**src/rtl/motion_pkg.sv**
```systemverilog
// Shared types and fixed-point helpers for the sprite motion engine.
// Helpers work on 32-bit signed values, so internal widths must stay <= 32 bits.
package motion_pkg;

  typedef enum logic [3:0] {
    C_RESET,
    C_IDLE,
    C_LEFT,
    C_RIGHT,
    C_DOWN,
    C_UP,
    C_DIE,
    C_BOUNCE_L,
    C_BOUNCE_R,
    C_BOUNCE_T
  } cmd_t;

  function automatic logic signed [31:0] to_fp(input logic signed [31:0] px, input int frac_bits);
    return px <<< frac_bits;
  endfunction

  function automatic logic signed [31:0] to_px(input logic signed [31:0] fp, input int frac_bits);
    return fp >>> frac_bits;
  endfunction

  // Clearing the low bits floors toward -inf, so negative positions map to the tile below.
  function automatic logic signed [31:0] tile_origin(input logic signed [31:0] pos, input int clr_bits);
    logic signed [31:0] mask;
    mask = (32'sd1 <<< clr_bits) - 32'sd1;
    return pos & ~mask;
  endfunction

endpackage

```
**src/rtl/sprite_motion_engine_if.sv**
```systemverilog
// Controller-facing bus of the sprite motion engine: frame strobe, command,
// position-load handshake and the motion outputs consumed by the draw block.
interface sprite_motion_engine_if
  import motion_pkg::*;
#(
  parameter int POS_W     = 11,
  parameter int FRAC_BITS = 6
);

  logic                              start_of_frame;
  cmd_t                              cmd;
  logic                              load_valid;
  logic signed [POS_W-1:0]           load_x;
  logic signed [POS_W-1:0]           load_y;
  logic                              load_ready;
  logic signed [POS_W-1:0]           offset_x;
  logic signed [POS_W-1:0]           offset_y;
  logic signed [POS_W+FRAC_BITS-1:0] vel_x;
  logic signed [POS_W+FRAC_BITS-1:0] vel_y;
  logic [3:0]                        edge_hit;
  logic                              moving;

  modport master (
    output start_of_frame, cmd, load_valid, load_x, load_y,
    input  load_ready, offset_x, offset_y, vel_x, vel_y, edge_hit, moving
  );

  modport slave (
    input  start_of_frame, cmd, load_valid, load_x, load_y,
    output load_ready, offset_x, offset_y, vel_x, vel_y, edge_hit, moving
  );

endinterface

```
**src/rtl/motion_axis.sv**
```systemverilog
// One axis of sprite motion: position/velocity registers, ramp toward a target,
// speed saturation and tile-bound comparison. Target selection lives in the parent.
module motion_axis
  import motion_pkg::*;
#(
  parameter int W         = 18,
  parameter int FRAC_BITS = 6,
  parameter int TILE_PX   = 64,
  parameter int SPRITE_PX = 16,
  parameter int MARGIN_FP = 10,
  parameter int MAX_SPEED = 20
) (
  input  logic                clk,
  input  logic                reset,
  input  logic                load_en,
  input  logic signed [W-1:0] load_pos,
  input  logic                frame_en,
  input  logic                recenter,
  input  logic                freeze,
  input  logic                immediate,
  input  logic signed [W-1:0] target,
  input  logic signed [W-1:0] step,
  output logic signed [W-1:0] pos,
  output logic signed [W-1:0] vel,
  output logic                below_lo,
  output logic                above_hi
);

  localparam int TILE_BITS = $clog2(TILE_PX) + FRAC_BITS;
  localparam logic signed [W-1:0] CENTER_OFF = W'(((TILE_PX - SPRITE_PX) / 2) << FRAC_BITS);
  localparam logic signed [W-1:0] LO_OFF     = W'(MARGIN_FP);
  localparam logic signed [W-1:0] HI_OFF     = W'(((TILE_PX - SPRITE_PX) << FRAC_BITS) - MARGIN_FP);
  localparam logic signed [W-1:0] VMAX       = W'(MAX_SPEED);

  logic signed [W-1:0] pos_q, pos_d;
  logic signed [W-1:0] vel_q, vel_d;
  logic signed [W-1:0] tile;
  logic signed [W-1:0] ramp;
  logic signed [W-1:0] vel_next;
  logic signed [W-1:0] vel_up;
  logic signed [W-1:0] vel_dn;

  assign tile     = W'(tile_origin(32'(pos_q), TILE_BITS));
  assign below_lo = pos_q < (tile + LO_OFF);
  assign above_hi = pos_q > (tile + HI_OFF);
  assign vel_up   = vel_q + step;
  assign vel_dn   = vel_q - step;

  always_comb begin
    // NOTE: every variable gets a default before any branch so no latch is inferred.
    ramp     = target;
    vel_next = ramp;
    pos_d    = pos_q;
    vel_d    = vel_q;

    if (vel_q < target) begin
      ramp = (vel_up > target) ? target : vel_up;
    end else if (vel_q > target) begin
      ramp = (vel_dn < target) ? target : vel_dn;
    end

    vel_next = immediate ? target : ramp;
    if (vel_next > VMAX) begin
      vel_next = VMAX;
    end else if (vel_next < -VMAX) begin
      vel_next = -VMAX;
    end

    // A load always beats a coincident frame update.
    if (load_en) begin
      pos_d = load_pos;
      vel_d = '0;
    end else if (frame_en) begin
      if (recenter) begin
        pos_d = tile + CENTER_OFF;
        vel_d = '0;
      end else if (freeze) begin
        vel_d = '0;
      end else begin
        pos_d = pos_q + vel_q;
        vel_d = vel_next;
      end
    end
  end

  // NOTE: sequential state is written only with non-blocking assignments.
  always_ff @(posedge clk or posedge reset) begin
    if (reset) begin
      pos_q <= CENTER_OFF;
      vel_q <= '0;
    end else begin
      pos_q <= pos_d;
      vel_q <= vel_d;
    end
  end

  assign pos = pos_q;
  assign vel = vel_q;

endmodule

```
**src/rtl/sprite_motion_engine.sv**
```systemverilog
// Per-sprite motion engine top: per-axis target selection, load handshake, edge reporting.
// Optional macro SPRITE_MOTION_GRAVITY_EN replaces Y oscillation with a gravity fall/bounce.
module sprite_motion_engine
  import motion_pkg::*;
#(
  parameter int FRAC_BITS = 6,
  parameter int TILE_PX   = 64,
  parameter int SPRITE_PX = 16,
  parameter int POS_W     = 11,
  parameter int ACCEL     = 4,
  parameter int MAX_SPEED = 20,
  parameter int MARGIN_FP = 10
) (
  input logic clk,
  input logic reset,
  sprite_motion_engine_if.slave bus
);

  localparam int W     = POS_W + FRAC_BITS + 1;
  localparam int VEL_W = POS_W + FRAC_BITS;
  localparam logic signed [W-1:0] VMAX      = W'(MAX_SPEED);
  localparam logic signed [W-1:0] ZERO      = '0;
  localparam logic signed [W-1:0] STEP_RAMP = W'(ACCEL);
`ifdef SPRITE_MOTION_GRAVITY_EN
  localparam logic signed [W-1:0] STEP_FALL = W'(ACCEL / 2);
`endif

  logic                load_ready;
  logic                load_fire;
  logic                frame_upd;
  logic                recenter;
  logic                freeze;
  logic signed [W-1:0] load_pos_x, load_pos_y;
  logic signed [W-1:0] pos_x, pos_y, vel_x, vel_y;
  logic                x_below_lo, x_above_hi, y_below_lo, y_above_hi;
  logic signed [W-1:0] tgt_x, tgt_y, step_y;
  logic                imm_x, imm_y;
  logic                hit_l, hit_r, hit_t, hit_b;
  logic [3:0]          edge_hit_q, edge_hit_d;

  assign load_ready = (bus.cmd != C_DIE);
  assign load_fire  = bus.load_valid && load_ready;
  assign frame_upd  = bus.start_of_frame && !load_fire;
  assign recenter   = (bus.cmd == C_RESET);
  assign freeze     = (bus.cmd == C_DIE);
  assign load_pos_x = W'(to_fp(32'(bus.load_x), FRAC_BITS));
  assign load_pos_y = W'(to_fp(32'(bus.load_y), FRAC_BITS));

  // X target: ramped except for the bounce commands and the velocity kills.
  always_comb begin
    tgt_x = ZERO;
    imm_x = 1'b0;
    hit_l = 1'b0;
    hit_r = 1'b0;
    case (bus.cmd)
      C_RESET, C_DIE: imm_x = 1'b1;
      C_LEFT:         tgt_x = -VMAX;
      C_RIGHT:        tgt_x = VMAX;
      C_BOUNCE_L: begin
        imm_x = 1'b1;
        // NOTE: compare against a signed zero; an unsized '0 would turn this into an unsigned compare.
        if (x_below_lo && vel_x <= ZERO) begin
          tgt_x = VMAX;
          hit_l = 1'b1;
        end else begin
          tgt_x = -VMAX;
        end
      end
      C_BOUNCE_R: begin
        imm_x = 1'b1;
        if (x_above_hi && vel_x >= ZERO) begin
          tgt_x = -VMAX;
          hit_r = 1'b1;
        end else begin
          tgt_x = VMAX;
        end
      end
      default: tgt_x = ZERO;
    endcase
  end

  always_comb begin
    tgt_y  = ZERO;
    imm_y  = 1'b0;
    step_y = STEP_RAMP;
    hit_t  = 1'b0;
    hit_b  = 1'b0;
    case (bus.cmd)
      C_RESET, C_DIE: imm_y = 1'b1;
      C_DOWN:         tgt_y = VMAX;
      C_UP:           tgt_y = -VMAX;
      C_BOUNCE_T: begin
        imm_y = 1'b1;
        if (y_below_lo && vel_y <= ZERO) begin
          tgt_y = VMAX;
          hit_t = 1'b1;
        end else begin
          tgt_y = -VMAX;
        end
      end
      default: begin
`ifdef SPRITE_MOTION_GRAVITY_EN
        step_y = STEP_FALL;
        tgt_y  = VMAX;
        if (y_above_hi && vel_y >= ZERO) begin
          imm_y = 1'b1;
          tgt_y = -VMAX;
          hit_b = 1'b1;
        end
`else
        // Oscillation keeps the current direction until a tile bound turns it.
        tgt_y = (vel_y < ZERO) ? -VMAX : VMAX;
        if (y_above_hi && vel_y >= ZERO) begin
          tgt_y = -VMAX;
          hit_b = 1'b1;
        end
        if (y_below_lo && vel_y <= ZERO) begin
          tgt_y = VMAX;
          hit_t = 1'b1;
        end
`endif
      end
    endcase
  end

  assign edge_hit_d = frame_upd ? {hit_t, hit_b, hit_r, hit_l} : 4'b0000;

  always_ff @(posedge clk or posedge reset) begin
    if (reset) begin
      edge_hit_q <= 4'b0000;
    end else begin
      edge_hit_q <= edge_hit_d;
    end
  end

  motion_axis #(
    .W(W), .FRAC_BITS(FRAC_BITS), .TILE_PX(TILE_PX), .SPRITE_PX(SPRITE_PX),
    .MARGIN_FP(MARGIN_FP), .MAX_SPEED(MAX_SPEED)
  ) u_axis_x (
    .clk       (clk),
    .reset     (reset),
    .load_en   (load_fire),
    .load_pos  (load_pos_x),
    .frame_en  (bus.start_of_frame),
    .recenter  (recenter),
    .freeze    (freeze),
    .immediate (imm_x),
    .target    (tgt_x),
    .step      (STEP_RAMP),
    .pos       (pos_x),
    .vel       (vel_x),
    .below_lo  (x_below_lo),
    .above_hi  (x_above_hi)
  );

  motion_axis #(
    .W(W), .FRAC_BITS(FRAC_BITS), .TILE_PX(TILE_PX), .SPRITE_PX(SPRITE_PX),
    .MARGIN_FP(MARGIN_FP), .MAX_SPEED(MAX_SPEED)
  ) u_axis_y (
    .clk       (clk),
    .reset     (reset),
    .load_en   (load_fire),
    .load_pos  (load_pos_y),
    .frame_en  (bus.start_of_frame),
    .recenter  (recenter),
    .freeze    (freeze),
    .immediate (imm_y),
    .target    (tgt_y),
    .step      (step_y),
    .pos       (pos_y),
    .vel       (vel_y),
    .below_lo  (y_below_lo),
    .above_hi  (y_above_hi)
  );

  assign bus.load_ready = load_ready;
  assign bus.offset_x   = POS_W'(to_px(32'(pos_x), FRAC_BITS));
  assign bus.offset_y   = POS_W'(to_px(32'(pos_y), FRAC_BITS));
  assign bus.vel_x      = VEL_W'(vel_x);
  assign bus.vel_y      = VEL_W'(vel_y);
  assign bus.edge_hit   = edge_hit_q;
  assign bus.moving     = (vel_x != ZERO) || (vel_y != ZERO);

endmodule

```
**src/flat_wrapper.sv**
```systemverilog
// flat-port wrapper written by rule: the top's interface ports become plain ports
module sprite_motion_engine_flat import motion_pkg::*;
#(
  parameter int FRAC_BITS = 6,
  parameter int TILE_PX   = 64,
  parameter int SPRITE_PX = 16,
  parameter int POS_W     = 11,
  parameter int ACCEL     = 4,
  parameter int MAX_SPEED = 20,
  parameter int MARGIN_FP = 10
)
  (clk, reset, bus_start_of_frame, bus_cmd, bus_load_valid, bus_load_x, bus_load_y, bus_load_ready, bus_offset_x, bus_offset_y, bus_vel_x, bus_vel_y, bus_edge_hit, bus_moving);
  sprite_motion_engine_if #(.POS_W(POS_W), .FRAC_BITS(FRAC_BITS)) bus_i ();
  input logic clk;
  input logic reset;
  input wire logic [$bits(bus_i.start_of_frame)-1:0] bus_start_of_frame;
  input wire logic [$bits(bus_i.cmd)-1:0] bus_cmd;
  input wire logic [$bits(bus_i.load_valid)-1:0] bus_load_valid;
  input wire logic [$bits(bus_i.load_x)-1:0] bus_load_x;
  input wire logic [$bits(bus_i.load_y)-1:0] bus_load_y;
  output wire logic [$bits(bus_i.load_ready)-1:0] bus_load_ready;
  output wire logic [$bits(bus_i.offset_x)-1:0] bus_offset_x;
  output wire logic [$bits(bus_i.offset_y)-1:0] bus_offset_y;
  output wire logic [$bits(bus_i.vel_x)-1:0] bus_vel_x;
  output wire logic [$bits(bus_i.vel_y)-1:0] bus_vel_y;
  output wire logic [$bits(bus_i.edge_hit)-1:0] bus_edge_hit;
  output wire logic [$bits(bus_i.moving)-1:0] bus_moving;
  assign bus_i.start_of_frame = bus_start_of_frame;
  assign bus_i.cmd = bus_cmd;
  assign bus_i.load_valid = bus_load_valid;
  assign bus_i.load_x = bus_load_x;
  assign bus_i.load_y = bus_load_y;
  assign bus_load_ready = bus_i.load_ready;
  assign bus_offset_x = bus_i.offset_x;
  assign bus_offset_y = bus_i.offset_y;
  assign bus_vel_x = bus_i.vel_x;
  assign bus_vel_y = bus_i.vel_y;
  assign bus_edge_hit = bus_i.edge_hit;
  assign bus_moving = bus_i.moving;
  sprite_motion_engine #(.FRAC_BITS(FRAC_BITS), .TILE_PX(TILE_PX), .SPRITE_PX(SPRITE_PX), .POS_W(POS_W), .ACCEL(ACCEL), .MAX_SPEED(MAX_SPEED), .MARGIN_FP(MARGIN_FP)) u_core (.clk(clk), .reset(reset), .bus(bus_i));
endmodule
```
**config.mk**
```make
export PLATFORM = sky130hd
export DESIGN_NAME = sprite_motion_engine_flat
export DESIGN_NICKNAME = d
export VERILOG_FILES = /design/src/rtl/motion_pkg.sv /design/src/rtl/sprite_motion_engine_if.sv /design/src/rtl/motion_axis.sv /design/src/rtl/sprite_motion_engine.sv /design/src/flat_wrapper.sv
export SDC_FILE = /design/constraint.sdc
export NUM_CORES = 1
export LEC_CHECK = 0
export CAP_MARGIN = 10
export CORE_AREA = 5 5 189 191
export DETAILED_ROUTE_END_ITERATION = 10
export DIE_AREA = 0 0 194 196
export SLEW_MARGIN = 0
export SYNTH_ARGS = -nofsm -noshare
export SYNTH_HDL_FRONTEND = slang
export SYNTH_HIERARCHICAL = 1
export SYNTH_SLANG_ARGS = --single-unit
```
**constraint.sdc**
```tcl
create_clock -name clk -period 12.3 [get_ports clk]
set_input_delay 1.845 -clock clk [delete_from_list [all_inputs] [get_ports clk]]
set_output_delay 1.845 -clock clk [all_outputs]
set_load 0.01 [all_outputs]
```
==> report_table.html, run 1 <==
<table>
<tr><th>Metric</th><th>Value</th></tr>
<tr><th colspan="2">Place</th></tr>
<tr><td>Placed Instances</td><td>between 2k and 2.5k</td></tr>
<tr><td>Count of input and output buffers</td><td>between 90 and 100</td></tr>
<tr><td>Post-detailed-placement cell area</td><td>about 0.014 mm2</td></tr>
<tr><td>GPL Wtd Cong</td><td>about 0.94</td></tr>
<tr><td>Half-perimeter wire length after detailed placement</td><td>31640 um</td></tr>
<tr><th colspan="2">Route</th></tr>
<tr><td>Detail Route Antenna Nets</td><td>0</td></tr>
<tr><td>Iter 0 DRT Violations</td><td>~970</td></tr>
<tr><td>Pre-Repair DR Iteration Count</td><td>6</td></tr>
<tr><td>Routed len/inst</td><td>around 18 um</td></tr>
<tr><td>Via/cell ratio</td><td>about 5.6</td></tr>
<tr><td>Final wirelength</td><td>39350 um</td></tr>
<tr><td>Count of unresolved DRC violations after routing</td><td>0</td></tr>
<tr><td>Via Count</td><td>11.97k</td></tr>
<tr><th colspan="2">Critical path</th></tr>
<tr><td>Critical path type</td><td>in2reg</td></tr>
<tr><td>Critical Path Source Type</td><td>input pin</td></tr>
<tr><td>Cell family contributing the most delay on the critical path</td><td>compound AO/OA/AOI/OAI gates</td></tr>
<tr><td>Required time at the endpoint of the critical path</td><td>12530 ps</td></tr>
<tr><td>Critical path peak fanout</td><td>25</td></tr>
<tr><td>Worst endpoint data arrival time</td><td>~8500 ps</td></tr>
<tr><td>Worst path bufs/invs</td><td>2</td></tr>
<tr><td>Biggest cell delay along the critical path</td><td>a little over 700 ps</td></tr>
<tr><td>Critical Path Sink Type</td><td>flop</td></tr>
<tr><td>Slowest CP cell</td><td>sky130_fd_sc_hd__clkdlybuf4s50_1</td></tr>
<tr><td>Cell chain of the critical path</td><td>clkdlybuf4s50_1 -&gt; nand2b_1 -&gt; a21bo_2 -&gt; a31oi_4 -&gt; a21o_1 -&gt; inv_1 -&gt; ha_1 -&gt; and4_1 -&gt; o2111a_1 -&gt; a2111oi_1 -&gt; o311a_4 -&gt; or4_4 -&gt; a21o_1 -&gt; a221oi_1 -&gt; nand4_1 -&gt; nor4_1 -&gt; nand4_1 -&gt; ha_1 -&gt; nor2_1 -&gt; a22oi_1 -&gt; nand2_1</td></tr>
<tr><th colspan="2">Clock tree</th></tr>
<tr><td>Cts-stage hold buffer count</td><td>0</td></tr>
<tr><td>Number of buffers inserted during clock tree synthesis</td><td>9</td></tr>
<tr><td>Bufs on Longest Clock Path</td><td>2</td></tr>
<tr><td>CTS tree</td><td>yes</td></tr>
<tr><td>Number of setup buffers added after CTS</td><td>0</td></tr>
<tr><td>Root Buffer</td><td>sky130_fd_sc_hd__clkbuf_16</td></tr>
<tr><td>Source-to-sink clock delay at the later pin of the worst-skew pair</td><td>about 350 ps</td></tr>
<tr><td>Clock Sink Count</td><td>74</td></tr>
<tr><td>H-Tree Level Count</td><td>3</td></tr>
<tr><td>Post-CTS resize count</td><td>0</td></tr>
<tr><td>Clock transition at path regs</td><td>around 60 ps</td></tr>
<tr><th colspan="2">Timing</th></tr>
<tr><td>Post-route minimum period</td><td>roughly 8300 ps</td></tr>
<tr><td>Least-Margin Pin Slew</td><td>about 1200 ps</td></tr>
<tr><td>Final-report max-slew violation count</td><td>0</td></tr>
<tr><td>Period utilisation layout</td><td>0.6723</td></tr>
<tr><td>Upper clock frequency limit</td><td>approximately 0.12 GHz</td></tr>
<tr><td>Worst max-slew margin expressed relative to the limit</td><td>0.1978</td></tr>
<tr><td>Number of endpoints with negative hold slack in the final report</td><td>0</td></tr>
<tr><td>Clk_skew</td><td>about 7 ps</td></tr>
<tr><td>Total Neg Setup Slack</td><td>0 ps</td></tr>
<tr><td>Final setup violation count</td><td>0</td></tr>
<tr><td>RSZ-0062 raised after global routing</td><td>no</td></tr>
<tr><th colspan="2">Floorplanning</th></tr>
<tr><td>Overall die height</td><td>roughly 200 um</td></tr>
<tr><td>Rows</td><td>just under 70</td></tr>
<tr><td>Starting density of the core</td><td>0.3576</td></tr>
<tr><td>DIE AREA</td><td>0.03802 mm2</td></tr>
<tr><td>Ports placed on the boundary</td><td>a little over 90</td></tr>
<tr><td>Area of the placeable core</td><td>between 0.03 and 0.04 mm2</td></tr>
<tr><td>Die Wd</td><td>around 190 um</td></tr>
<tr><th colspan="2">Job</th></tr>
<tr><td>Max Cap Violations</td><td>0</td></tr>
<tr><th colspan="2">Final layout</th></tr>
<tr><td>Antenna Cells</td><td>0</td></tr>
<tr><td>Core utilization of the finished layout</td><td>0.4178</td></tr>
<tr><td>Layout overhead on the synthesized area</td><td>16.84%</td></tr>
<tr><td>Fraction of layout cells with a size suffix above 1</td><td>0.06176</td></tr>
<tr><td>Final standard cell count with taps included and fillers excluded</td><td>roughly 2.2k</td></tr>
<tr><td>Final nets</td><td>1941</td></tr>
<tr><td>Final Instance Area</td><td>between 0.01 and 0.015 mm2</td></tr>
<tr><th colspan="2">Hold path</th></tr>
<tr><td>Hold WC Path Type</td><td>reg2reg</td></tr>
<tr><th colspan="2">Global routing</th></tr>
<tr><td>Overall routing resource usage</td><td>0.1998</td></tr>
<tr><td>Remaining Overflow, GRT</td><td>0</td></tr>
<tr><td>First-pass GRT wire length</td><td>62400 um</td></tr>
<tr><td>Pin count of the biggest net entering global routing</td><td>57</td></tr>
<tr><td>Via count of the first global-routing pass</td><td>roughly 12k</td></tr>
<tr><td>Initial antenna violation count</td><td>0</td></tr>
<tr><th colspan="2">Run status</th></tr>
<tr><td>Outcome</td><td>completed</td></tr>
<tr><th colspan="2">Synthesis</th></tr>
<tr><td>Post-Syn Instances</td><td>~1.5k</td></tr>
<tr><td>Area of the mapped netlist</td><td>0.01214 mm2</td></tr>
<tr><td>Ys Warns</td><td>6</td></tr>
<tr><td>Per-instance average area after synthesis</td><td>about 7.9 um2</td></tr>
</table>
[final cells by class]
type / instances / area, um2
clock buffer: 10 / 239.0
clock inverter: 6 / 90.09
fill: 3446 / 19760
inverter: 144 / 540.5
multi-input combinational: 1357 / 9843
sequential: 74 / 1857
tap: 455 / 569.3
timing repair buffer: 109 / 1046
[stage by stage]
stage | setup WS, ps | hold WS, ps
2_1_floorplan | 4950 | 477.5
3_3_place_gp | 3860 | 509.0
3_5_place_dp | 3790 | 516.3
4_1_cts | 4137 | 529.9
5_1_grt | 3601 | 571.2
6_report | 4031 | 527.3
[path summary, 6_finish.rpt]
path,from,endpoint,slack (ps),depth (start not counted)
max,bus_cmd[2],u_core/u_axis_y/vel[4]$_DFFE_PP0P_,4030,21
min,u_core/u_axis_y/pos[0]$_DFFE_PP0P_,u_core/u_axis_y/pos[0]$_DFFE_PP0P_,530,2
max reg2reg,u_core/u_axis_y/vel[3]$_DFFE_PP0P_,u_core/u_axis_y/vel[4]$_DFFE_PP0P_,4520,25
min reg2reg,u_core/u_axis_y/pos[0]$_DFFE_PP0P_,u_core/u_axis_y/pos[0]$_DFFE_PP0P_,530,2
max in group asynchronous,reset,u_core/u_axis_y/pos[10]$_DFFE_PP1P_,9810,3
min in group asynchronous,reset,u_core/bus.edge_hit[1]$_DFF_PP0_,1890,2
[state kept, by name, indices dropped and copies added, names as in the netlist]
signal / cells
u_core/bus.edge_hit: 4
u_core/u_axis_x/pos: 17
u_core/u_axis_y/vel: 18
u_core/u_axis_x/vel: 18
u_core/u_axis_y/pos: 17
[per-layer routing]
layer | track usage | up-vias | part of all wire
met2 | 0.3437 | 361 | 0.48
met5 | 0 | - | 0
met1 | 0.2594 | 5650 | 0.45
li1 | - | 5903 | -
met4 | 0.06484 | 0 | 0.030
met3 | 0.02748 | 58 | 0.047
[tightest hold or removal path, delay by kind of cell, from the launching register on]
kind	cells	cell delay, ps
DFF	1	370
AOI/OAI and AO/OA	1	70
and+or+nand+nor	1	50
[layout by cell type (no fill, tap or decap), types with 27 or more instances in the layout]
| cell type | instances |
|---|---|
| sky130_fd_sc_hd__ha_1 | 210 |
| sky130_fd_sc_hd__nor2_1 | 150 |
| sky130_fd_sc_hd__inv_1 | 143 |
| sky130_fd_sc_hd__nand2_1 | 96 |
| sky130_fd_sc_hd__conb_1 | 95 |
| sky130_fd_sc_hd__clkdlybuf4s50_1 | 91 |
| sky130_fd_sc_hd__a21oi_1 | 82 |
| sky130_fd_sc_hd__xnor2_1 | 71 |
| sky130_fd_sc_hd__dfrtp_1 | 70 |
| sky130_fd_sc_hd__o21ai_0 | 55 |
| sky130_fd_sc_hd__nor3_1 | 42 |
| sky130_fd_sc_hd__a21o_1 | 36 |
| sky130_fd_sc_hd__nor2b_1 | 32 |
| sky130_fd_sc_hd__a221oi_1 | 30 |
| sky130_fd_sc_hd__nand4_1 | 27 |
Power of run 1 is left out: the tool's default activity adds up to more than one toggle a clock period on the data nets, which glitch-free logic cannot reach.
==> run 2, diff against run 1 <==
clock period = 8.31 ns   (was 12.3 ns; I/O delays follow)
==> report_table.html, run 2 (synthesis gave the netlist of run 1 again) <==
<table>
<tr><th>Metric</th><th>Value</th></tr>
<tr><th colspan="2">Route</th></tr>
<tr><td>Via/cell ratio</td><td>5.531 (-0.44%)</td></tr>
<tr><td>Detail Route Antenna Nets</td><td>0 (unchanged)</td></tr>
<tr><td>Via Count</td><td>12.01k (+0.34%)</td></tr>
<tr><td>Iter 0 DRT Violations</td><td>947 (-1.9%)</td></tr>
<tr><td>Pre-Repair DR Iteration Count</td><td>6 (unchanged)</td></tr>
<tr><td>Routed len/inst</td><td>18.23 um (-0.16%)</td></tr>
<tr><td>Count of unresolved DRC violations after routing</td><td>0 (unchanged)</td></tr>
<tr><td>Final wirelength</td><td>39600 um (+0.63%)</td></tr>
<tr><th colspan="2">Hold path</th></tr>
<tr><td>Source of the worst hold timing path</td><td>u_core/u_axis_y/pos[0]$_DFFE_PP0P_</td></tr>
<tr><td>Hold depth</td><td>2 (unchanged)</td></tr>
<tr><td>Hold path endpoint</td><td>u_core/u_axis_y/pos[0]$_DFFE_PP0P_</td></tr>
<tr><td>Hold WC Path Type</td><td>reg2reg</td></tr>
<tr><th colspan="2">Floorplanning</th></tr>
<tr><td>Rows</td><td>68 (unchanged)</td></tr>
<tr><td>Area of the placeable core</td><td>0.03395 mm2 (unchanged)</td></tr>
<tr><td>Ports placed on the boundary</td><td>92 (unchanged)</td></tr>
<tr><td>Starting density of the core</td><td>0.3576 (unchanged)</td></tr>
<tr><td>DIE AREA</td><td>0.03802 mm2 (unchanged)</td></tr>
<tr><td>Die Wd</td><td>194 um (unchanged)</td></tr>
<tr><td>Overall die height</td><td>196 um (unchanged)</td></tr>
<tr><th colspan="2">Global routing</th></tr>
<tr><td>Overall routing resource usage</td><td>0.2017 (+0.001894)</td></tr>
<tr><td>Remaining Overflow, GRT</td><td>0 (unchanged)</td></tr>
<tr><td>Initial antenna violation count</td><td>0 (unchanged)</td></tr>
<tr><td>Via count of the first global-routing pass</td><td>11.88k (+2.3%)</td></tr>
<tr><td>Pin count of the biggest net entering global routing</td><td>57 (unchanged)</td></tr>
<tr><td>First-pass GRT wire length</td><td>62910 um (+0.83%)</td></tr>
<tr><th colspan="2">Timing</th></tr>
<tr><td>Post-route minimum period</td><td>about 7400 ps</td></tr>
<tr><td>Worst max-slew margin expressed relative to the limit</td><td>0.1946 (-0.003265)</td></tr>
<tr><td>RSZ-0062 raised after global routing</td><td>no</td></tr>
<tr><td>Total Neg Setup Slack</td><td>0 ps (unchanged)</td></tr>
<tr><td>Clk_skew</td><td>8.054 ps (+0.9037 ps)</td></tr>
<tr><td>Final setup violation count</td><td>0 (unchanged)</td></tr>
<tr><td>Period utilisation layout</td><td>0.8861</td></tr>
<tr><td>Number of endpoints with negative hold slack in the final report</td><td>0 (unchanged)</td></tr>
<tr><td>Upper clock frequency limit</td><td>about 0.14 GHz</td></tr>
<tr><td>Least-Margin Pin Slew</td><td>1208 ps (+9.327 ps)</td></tr>
<tr><td>Final-report max-slew violation count</td><td>0 (unchanged)</td></tr>
<tr><td>Final critical-path setup slack</td><td>946.3 ps (-3085 ps)</td></tr>
<tr><th colspan="2">Critical path</th></tr>
<tr><td>Depth of the worst register-to-register path</td><td>23 (-8.0%)</td></tr>
<tr><td>Worst endpoint data arrival time</td><td>7590 ps (-910 ps)</td></tr>
<tr><td>Critical Path Source Type</td><td>input pin</td></tr>
<tr><td>Required time at the endpoint of the critical path</td><td>8540 ps (-3990 ps)</td></tr>
<tr><td>Internal reg-to-reg setup slack</td><td>1360 ps (-3160 ps)</td></tr>
<tr><td>Worst flop-to-flop path startpoint</td><td>u_core/u_axis_y/vel[2]$_DFFE_PP0P_</td></tr>
<tr><td>Reg-to-reg endpoint</td><td>u_core/u_axis_y/vel[4]$_DFFE_PP0P_</td></tr>
<tr><td>Critical path peak fanout</td><td>17 (-32%)</td></tr>
<tr><td>Critical path type</td><td>in2reg</td></tr>
<tr><td>Critical Path Sink Type</td><td>flop</td></tr>
<tr><th colspan="2">Final layout</th></tr>
<tr><td>Fraction of layout cells with a size suffix above 1</td><td>0.06931 (+0.007542)</td></tr>
<tr><td>Leading cell type in the layout, fill and taps excluded</td><td>sky130_fd_sc_hd__ha_1</td></tr>
<tr><td>Antenna Cells</td><td>0 (unchanged)</td></tr>
<tr><td>Layout overhead on the synthesized area</td><td>17.64%</td></tr>
<tr><td>Most frequent cells in the layout</td><td>sky130_fd_sc_hd__ha_1, sky130_fd_sc_hd__nor2_1, sky130_fd_sc_hd__inv_1</td></tr>
<tr><td>Fill cell count</td><td>3458 (+0.35%)</td></tr>
<tr><td>Final nets</td><td>1958 (+0.88%)</td></tr>
<tr><th colspan="2">Clock tree</th></tr>
<tr><td>Number of setup buffers added after CTS</td><td>0 (unchanged)</td></tr>
<tr><td>Cts-stage hold buffer count</td><td>0 (unchanged)</td></tr>
<tr><td>Clock Sink Count</td><td>74 (unchanged)</td></tr>
<tr><td>CTS tree</td><td>yes</td></tr>
<tr><td>Bufs on Longest Clock Path</td><td>2 (unchanged)</td></tr>
<tr><td>Source-to-sink clock delay at the later pin of the worst-skew pair</td><td>340 ps (about the same)</td></tr>
<tr><td>Number of buffers inserted during clock tree synthesis</td><td>9 (unchanged)</td></tr>
<tr><td>H-Tree Level Count</td><td>3 (unchanged)</td></tr>
<tr><td>Root Buffer</td><td>sky130_fd_sc_hd__clkbuf_16</td></tr>
<tr><td>Post-CTS resize count</td><td>0 (unchanged)</td></tr>
<tr><td>Clock transition at path regs</td><td>60 ps (about the same)</td></tr>
<tr><th colspan="2">Place</th></tr>
<tr><td>Pre-CTS setup slack</td><td>640.3 ps (-3150 ps)</td></tr>
<tr><td>Half-perimeter wire length after detailed placement</td><td>32130 um (+1.6%)</td></tr>
<tr><td>Count of input and output buffers</td><td>91 (unchanged)</td></tr>
<tr><td>GPL Wtd Cong</td><td>0.9273 (-1.7%)</td></tr>
<tr><th colspan="2">Job</th></tr>
<tr><td>Max Cap Violations</td><td>0 (unchanged)</td></tr>
<tr><th colspan="2">Run status</th></tr>
<tr><td>Outcome</td><td>completed</td></tr>
</table>
[run 2: worst max path at each step]
stage / startpoint / depth (start not counted) / end / slack, ps
2_1_floorplan: bus_cmd[3] / 24 / u_core/u_axis_y/vel[10]$_DFFE_PP0P_ / 1560
3_5_place_dp: bus_cmd[0] / 21 / u_core/u_axis_y/vel[4]$_DFFE_PP0P_ / 640
5_1_grt: bus_cmd[3] / 22 / u_core/u_axis_y/vel[4]$_DFFE_PP0P_ / 540
6_report: bus_cmd[0] / 21 / u_core/u_axis_y/vel[4]$_DFFE_PP0P_ / 950
3_3_place_gp: bus_cmd[3] / 22 / u_core/u_axis_y/vel[4]$_DFFE_PP0P_ / 710
4_1_cts: bus_cmd[3] / 22 / u_core/u_axis_y/vel[4]$_DFFE_PP0P_ / 1000
[run 2: per-layer routing]
layer	up-vias	track usage	share of wire
met1	5699	0.2539	0.44
met4	0	0.07552	0.037
met3	68	0.02782	0.043
li1	5954	-	-
met2	292	0.3517	0.48
met5	-	0	0
[run 2: layout make-up]
cell class	instances	area, um2	area share
clock buffer	14	264.0	0.01848
inverter	144	540.5	0.03785
multi-input combinational	1357	9843	0.6892
sequential	74	1857	0.1300
timing repair buffer	126	1174	0.08217
clock inverter	2	35.03	0.002453
tap	455	569.3	0.03986
[run 2: critical path, cell delays in order]
cell and delay (ps):
sky130_fd_sc_hd__clkdlybuf4s50_1 720, sky130_fd_sc_hd__nor2b_1 220, sky130_fd_sc_hd__a21bo_2 260, sky130_fd_sc_hd__a31oi_4 160, sky130_fd_sc_hd__a21o_1 460, sky130_fd_sc_hd__inv_1 180
sky130_fd_sc_hd__ha_1 350, sky130_fd_sc_hd__a211oi_1 460, sky130_fd_sc_hd__o221ai_1 210, sky130_fd_sc_hd__o22ai_1 190, sky130_fd_sc_hd__a21oi_1 120, sky130_fd_sc_hd__or4_4 580
sky130_fd_sc_hd__a21o_1 340, sky130_fd_sc_hd__a221oi_1 520, sky130_fd_sc_hd__nand4_1 140, sky130_fd_sc_hd__nor4_1 250, sky130_fd_sc_hd__nand4_1 130, sky130_fd_sc_hd__ha_1 660
sky130_fd_sc_hd__nor2_1 110, sky130_fd_sc_hd__a22oi_1 200, sky130_fd_sc_hd__nand2_1 70
[run 2: stage by stage]
step / utilization / hold slack, ps / area [um2] / std cells
5_1_grt: 0.4207 / 573.2 / 14280 / 2172
3_3_place_gp: 0.4115 / 501.9 / 13970 / 2154
6_report: 0.4207 / 529.2 / 14280 / 2172
3_5_place_dp: 0.4115 / 514.7 / 13970 / 2154
2_1_floorplan: - / 477.5 / 12490 / 1630
4_1_cts: 0.4203 / 527.8 / 14270 / 2170
Power of run 2 is left out for the same reason.
==> run 3, diff against run 2 <==
==> constraint.sdc (replaced) <==
create_clock -name clk -period 8.31 [get_ports clk]
set_input_delay 1.2465 -clock clk [delete_from_list [all_inputs] [get_ports clk]]
set_output_delay 1.2465 -clock clk [all_outputs]
set_load 0.005 [all_outputs]
==> results of run 3 <==
Same layout as run 2: the final DEF is identical, and so are final timing and power.
Power of run 3 is left out for the same reason.
